===== src/rtl/mlp_pkg.sv =====
// Shared definitions for the MLP datapath stages: FSM state encoding,
// accumulator sizing and the saturate-to-DATA_WIDTH helpers.
package mlp_pkg;

  typedef enum logic [1:0] {
    IDLE   = 2'd0,
    ACCUM  = 2'd1,
    OUTPUT = 2'd2
  } state_e;

  // Width of the wide signed values handed to the saturation helpers.
  // Any accumulator up to this width is sign-extended into it by the caller.
  localparam int SAT_W = 128;

  // Accumulator width that cannot overflow over n products of two
  // data_width-bit signed operands (plus a pre-loaded bias).
  function automatic int acc_width(input int data_width, input int n);
    return 2 * data_width + $clog2(n) + 1;
  endfunction

  // Largest value representable in a dw-bit signed word.
  function automatic logic signed [SAT_W-1:0] sat_max(input int dw);
    logic signed [SAT_W-1:0] one;
    one = 1;
    return (one <<< (dw - 1)) - one;
  endfunction

  // Smallest value representable in a dw-bit signed word.
  function automatic logic signed [SAT_W-1:0] sat_min(input int dw);
    logic signed [SAT_W-1:0] one;
    one = 1;
    return -sat_max(dw) - one;
  endfunction

  // Clamp x into the dw-bit signed range; the caller keeps the low dw bits.
  function automatic logic signed [SAT_W-1:0] saturate(input logic signed [SAT_W-1:0] x,
                                                       input int dw);
    if (x > sat_max(dw)) return sat_max(dw);
    if (x < sat_min(dw)) return sat_min(dw);
    return x;
  endfunction

  // True when saturate() would change x.
  function automatic logic is_clipped(input logic signed [SAT_W-1:0] x, input int dw);
    return (x > sat_max(dw)) || (x < sat_min(dw));
  endfunction

endpackage


===== src/rtl/mlp_tile_sum.sv =====
// Combinational tile reduction: SIZE parallel full-precision signed
// multiplies followed by a balanced binary adder tree.
module mlp_tile_sum #(
  parameter  int SIZE       = 4,
  parameter  int DATA_WIDTH = 16,
  localparam int SUM_WIDTH  = 2 * DATA_WIDTH + $clog2(SIZE) + 1
) (
  input  logic signed [DATA_WIDTH-1:0] data_in    [SIZE],
  input  logic signed [DATA_WIDTH-1:0] weights_in [SIZE],
  output logic signed [SUM_WIDTH-1:0]  sum_out
);

  // Tree is padded to a power of two; unused leaves contribute zero.
  localparam int LEVELS = $clog2(SIZE);
  localparam int LEAVES = 1 << LEVELS;

  // Heap layout: node[0] is the root, leaves start at LEAVES-1.
  logic signed [SUM_WIDTH-1:0] node [2*LEAVES-1];

  for (genvar i = 0; i < LEAVES; i++) begin : g_leaf
    if (i < SIZE) begin : g_prod
      logic signed [2*DATA_WIDTH-1:0] prod;
      // Operands are widened first so the product keeps all 2*DATA_WIDTH bits.
      assign prod = (2*DATA_WIDTH)'(data_in[i]) * (2*DATA_WIDTH)'(weights_in[i]);
      assign node[LEAVES-1+i] = SUM_WIDTH'(prod);
    end else begin : g_pad
      assign node[LEAVES-1+i] = '0;
    end
  end

  for (genvar n = 0; n < LEAVES - 1; n++) begin : g_add
    assign node[n] = node[2*n+1] + node[2*n+2];
  end

  assign sum_out = node[0];

endmodule


===== src/rtl/mlp_tiled_vector_dot.sv =====
// One MLP neuron: bias + sum(data*weight) over NUM_TILES tiles of SIZE
// elements, accumulated at full precision, rescaled by FRACTION_WIDTH and
// saturated to DATA_WIDTH.
// Build option: define MLP_RELU_EN to clamp negative results to zero.
module mlp_tiled_vector_dot
  import mlp_pkg::*;
#(
  parameter int SIZE           = 4,
  parameter int NUM_TILES      = 3,
  parameter int DATA_WIDTH     = 16,
  parameter int FRACTION_WIDTH = 8
) (
  input  logic                         clk,
  input  logic                         reset,
  input  logic                         run,
  input  logic signed [DATA_WIDTH-1:0] bias_in,
  input  logic signed [DATA_WIDTH-1:0] data_in    [SIZE],
  input  logic signed [DATA_WIDTH-1:0] weights_in [SIZE],
  input  logic                         tile_valid,
  output logic                         tile_ready,
  output logic                         busy,
  output logic signed [DATA_WIDTH-1:0] result_out,
  output logic                         finished_out,
  output logic                         sat_out
);

  localparam int ACC_WIDTH = acc_width(DATA_WIDTH, SIZE * NUM_TILES);
  localparam int SUM_WIDTH = 2 * DATA_WIDTH + $clog2(SIZE) + 1;
  localparam int CNT_W     = (NUM_TILES > 1) ? $clog2(NUM_TILES) : 1;
  localparam logic [CNT_W-1:0] LAST_TILE = CNT_W'(NUM_TILES - 1);

  state_e                        state_q, state_d;
  logic signed [ACC_WIDTH-1:0]   acc_q, acc_d;
  logic [CNT_W-1:0]              tile_cnt_q, tile_cnt_d;
  logic signed [DATA_WIDTH-1:0]  result_q, result_d;
  logic                          finished_q, finished_d;
  logic                          sat_q, sat_d;

  logic signed [SUM_WIDTH-1:0]   tile_sum;
  logic signed [ACC_WIDTH-1:0]   scaled;
  logic signed [SAT_W-1:0]       final_wide;

  mlp_tile_sum #(
    .SIZE       (SIZE),
    .DATA_WIDTH (DATA_WIDTH)
  ) u_tile_sum (
    .data_in    (data_in),
    .weights_in (weights_in),
    .sum_out    (tile_sum)
  );

  // Rescale the accumulator (floor) and apply the optional ReLU clamp.
  always_comb begin
    scaled     = acc_q >>> FRACTION_WIDTH;
    final_wide = SAT_W'(scaled);
`ifdef MLP_RELU_EN
    if (final_wide < 0) final_wide = '0;
`endif
  end

  // Next-state logic for the IDLE -> ACCUM -> OUTPUT sequence.
  always_comb begin
    // NOTE: every variable gets a hold/default value first so no path leaves
    // it unassigned, which would otherwise infer a latch.
    state_d    = state_q;
    acc_d      = acc_q;
    tile_cnt_d = tile_cnt_q;
    result_d   = result_q;
    sat_d      = sat_q;
    finished_d = 1'b0;
    unique case (state_q)
      IDLE: begin
        if (run) begin
          acc_d      = ACC_WIDTH'(bias_in) <<< FRACTION_WIDTH;
          tile_cnt_d = '0;
          state_d    = ACCUM;
        end
      end
      ACCUM: begin
        // tile_ready is 1 throughout ACCUM, so tile_valid alone accepts.
        if (tile_valid) begin
          acc_d      = acc_q + ACC_WIDTH'(tile_sum);
          tile_cnt_d = tile_cnt_q + 1'b1;
          if (tile_cnt_q == LAST_TILE) state_d = OUTPUT;
        end
      end
      OUTPUT: begin
        result_d   = DATA_WIDTH'(saturate(final_wide, DATA_WIDTH));
        sat_d      = is_clipped(final_wide, DATA_WIDTH);
        finished_d = 1'b1;
        state_d    = IDLE;
      end
      default: state_d = IDLE;
    endcase
  end

  // State and output registers with asynchronous clear.
  always_ff @(posedge clk or posedge reset) begin
    // NOTE: sequential state uses non-blocking assignments so every flop
    // samples the pre-edge values regardless of statement order.
    if (reset) begin
      state_q    <= IDLE;
      acc_q      <= '0;
      tile_cnt_q <= '0;
      result_q   <= '0;
      sat_q      <= 1'b0;
      finished_q <= 1'b0;
    end else begin
      state_q    <= state_d;
      acc_q      <= acc_d;
      tile_cnt_q <= tile_cnt_d;
      result_q   <= result_d;
      sat_q      <= sat_d;
      finished_q <= finished_d;
    end
  end

  // Handshake and status outputs decode the registered state only.
  assign tile_ready   = (state_q == ACCUM);
  assign busy         = (state_q != IDLE);
  assign result_out   = result_q;
  assign sat_out      = sat_q;
  assign finished_out = finished_q;

endmodule


===== config.mk =====
export PLATFORM = sky130hd
export DESIGN_NAME = mlp_tiled_vector_dot
export DESIGN_NICKNAME = d
export VERILOG_FILES = /design/src/rtl/mlp_pkg.sv /design/src/rtl/mlp_tile_sum.sv /design/src/rtl/mlp_tiled_vector_dot.sv
export SDC_FILE = /design/constraint.sdc
export NUM_CORES = 2
export LEC_CHECK = 0
export CAP_MARGIN = 10
export CORE_MARGIN = 8
export CORE_UTILIZATION = 50
export CTS_CLUSTER_DIAMETER = 80
export DETAILED_ROUTE_END_ITERATION = 10
export HOLD_SLACK_MARGIN = 0.1
export PLACE_DENSITY = 0.71
export SYNTH_ARGS = -nofsm -noshare
export SYNTH_HDL_FRONTEND = slang
export SYNTH_SLANG_ARGS = --single-unit

===== constraint.sdc =====
create_clock -name clk -period 9.5 [get_ports clk]
set_clock_uncertainty 0.1 [all_clocks]
set_input_delay 1.9 -clock clk [delete_from_list [all_inputs] [get_ports clk]]
set_output_delay 1.9 -clock clk [all_outputs]
set_load 0.01 [all_outputs]

==> run_results.csv <==
group,metric,value,unit
status,status,"complete, but fails checks",
status,violations,"negative setup slack",
timing,setup_viol,22,
floorplan,die_area,101000,um2
finish,area_growth,23.8,%
floorplan,initial_core_util,0.504,
place,io_buffers,167,
critical_path,r2r-start,"acc_q[15]",
floorplan,io_pins,168,
yosys,synth_nets,6432,
yosys,yosys_register_bits,59,
critical_path,critPathSlowestCell,"fa_2",
critical_path,path_depth,28,
detailed_routing,dr.pass1.iters,5,
yosys,netlist.area_leader.share,0.591,
finish,layout.cells.non_filler,6487,
yosys,ys_seq_area_frac,0.0325,
critical_path,worstPathRequired,9620,ps
detailed_routing,routed_via_density,5.10,
floorplan,rows,110,
timing,finalCriticalPeriod,10020,ps
hold_path,min_path_type,"flip-flop to flip-flop",
detailed_routing,finalWirelength,128000,um
detailed_routing,wl_per_cell,19.7,um
floorplan,dieHeight,317,um
yosys,synth_flop_cell,"dfrtp_1",
yosys,post-synth-top-count-cell,"inv_1",
grt,grt-ovfl-total,0,
clock_tree,path_clk_slew,60,ps
timing,whs,391,ps
critical_path,worstRegToRegCells,25,
timing,fin_crit_sh,1.05,
grt,grt_pass1_wl,206000,um
run,drv_cap,0,
hold_path,whs_path_depth,2,
clock_tree,cts.sinks,59,
critical_path,critPathLaunchType,"primary input",
critical_path,rrSetupSlack,1950,ps
timing,rsz0062_at_grt,"yes",
yosys,synth.top_cells.by_count,"inv_1, fa_1, nand2_1",
timing,hold_viol,0,
yosys,synth_edf_count,0,
critical_path,r2r_end,"acc_q[36]",
timing,worst_pin_slew,1170,ps
finish,utilization,0.624,
place,place.gp.congestion,0.899,
critical_path,cp_top_family,"adder cells",
yosys,synthCells,4636,
critical_path,max_stage_delay,580,ps
place,post-place-ws,-1270,ps
critical_path,critPathMaxFanout,7,
detailed_routing,drc_errors,0,
timing,drv_slew,0,
detailed_routing,drt-initial-drc-count,2090,
yosys,netlist-cell-type-count,54,
timing,slew_headroom,0.218,
hold_path,hold_end,"result_out[15]",
critical_path,critical_path_class,"primary input to flip-flop",
floorplan,fp.coreArea,90000,um2
place,dpl.cell_count,6290,
grt,grt_max_degree,60,
critical_path,arrival,10140,ps
finish,nets,7100,
clock_tree,clock_latency,340,ps
yosys,avgSynthCellArea,9.79,um2
finish,drive_gt1_frac,0.206,
place,hpwl,109000,um
timing,fmaxAchievable,99.8,MHz
critical_path,end_kind,"flip-flop",
detailed_routing,drtAntennaViolNets,0,
detailed_routing,num_vias,33100,
yosys,synth_area_leaders,"fa_1, inv_1, ha_1, and2_1, nand2_1",
yosys,ys_warn_count,0,
clock_tree,ctsHoldBuffers,0,
yosys,syn_area,45400,um2
clock_tree,cts_tree,"done",
floorplan,fp.dieW,317,um
grt,grt_pass1_vias,38200,
clock_tree,root_buffer,"clkbuf_16",
grt,antenna_found_initial,8,
critical_path,crit_top_cell,"fa_1",
yosys,yosysTopAreaCell,"fa_1",
hold_path,worstHoldStart,"result_out[15]",
yosys,async_flop_share,1.00,
grt,grt_use_total,0.265,
critical_path,crit_buf_inv,7,
timing,fin_ws,-519,ps
clock_tree,cts.path.max_buffers,2,
clock_tree,htreeDepth,3,
clock_tree,cts_buffers,9,
worst max path at each step:
stage                end            from  slack [ps]
6_report       acc_q[36]     data_in[52]        -520
5_1_grt        acc_q[36]  weights_in[35]        -730
4_1_cts        acc_q[36]     data_in[19]        -450
3_5_place_dp   acc_q[33]  weights_in[20]       -1270
3_3_place_gp   acc_q[33]  weights_in[20]       -1210
2_1_floorplan  acc_q[36]      data_in[7]        -190
state kept, by name, indices dropped and copies added (netlist names):
name          cells
acc_q            37
result_out       16
state_q           2
tile_cnt_q        2
finished_out      1
sat_out           1
through the flow:
stage / area, um2 / setup TNS [ps]
floorplan: 45500 / -458
global placement: 52500 / -24990
detailed placement: 52500 / -26540
CTS: 55400 / -4280
global route: 56200 / -9790
finish: 56200 / -5000
repair_timing:
action	in CTS	in global routing
endpoints found under the setup margin	27	27
buffers inserted	137	20
resized for setup	640	207
pin swaps	300	181
gates cloned	21	5
kinds of logic (layout without fill, tap and decap cells):
family / Yosys count / count (layout) / synth area share
and+or+nand+nor: 1136 / 1136 / 0.126
AOI/OAI and AO/OA: 160 / 160 / 0.0242
muxes: 13 / 13 / 0.00290
adders and majority gates: 1648 / 1648 / 0.676
DFF: 59 / 59 / 0.0325
buffers and inverters: 1579 / 2250 / 0.131
other: 0 / 4 / 0
xor gates and xnor gates: 41 / 41 / 0.00792
per-layer routing:
layer	up-vias	part of all wire	global-route usage
met5	-	0.00034	0
met4	8	0.041	0.0853
met3	319	0.076	0.0447
met2	1254	0.48	0.448
met1	17200	0.40	0.351
li1	14300	-	-
worst register-to-register path, delay by kind of cell, from the launching register on:
kind | cells | cell delay [ps]
AO/OA/AOI/OAI | 5 | 1180
AND/OR/NAND/NOR | 2 | 250
flip-flops | 1 | 360
adder cells (fa/ha/maj) | 10 | 4900
buffers and inverters | 7 | 430
multiplexers | 1 | 230
cell usage in the layout (no fill, tap or decap), types with 22 or more instances in the layout:
cell,n
fa_1,1227
buf_4,424
dlygate4sd2_1,47
clkdlybuf4s50_1,40
buf_6,86
a21oi_1,24
o21ai_1,22
buf_12,99
fa_2,112
inv_2,83
nand2b_1,32
and2_1,451
ha_1,278
dfrtp_1,59
and2_4,37
inv_1,1348
ha_4,30
nand2_2,22
buf_2,34
nor2_1,40
nand2_1,491
final cells by class:
class | instances | area (um2)
multi-input cells | 2998 | 39300
fillers | 7097 | 33800
repair buffers | 803 | 8220
inverters | 1433 | 5390
flip-flops and latches | 59 | 1480
well taps | 1176 | 1470
clock buffers | 12 | 267
clock inverters | 2 | 35.0
diodes | 4 | 10.0
Power is not shown: default switching activity piles up to over one toggle a cycle in this logic, so the estimate is an artifact.
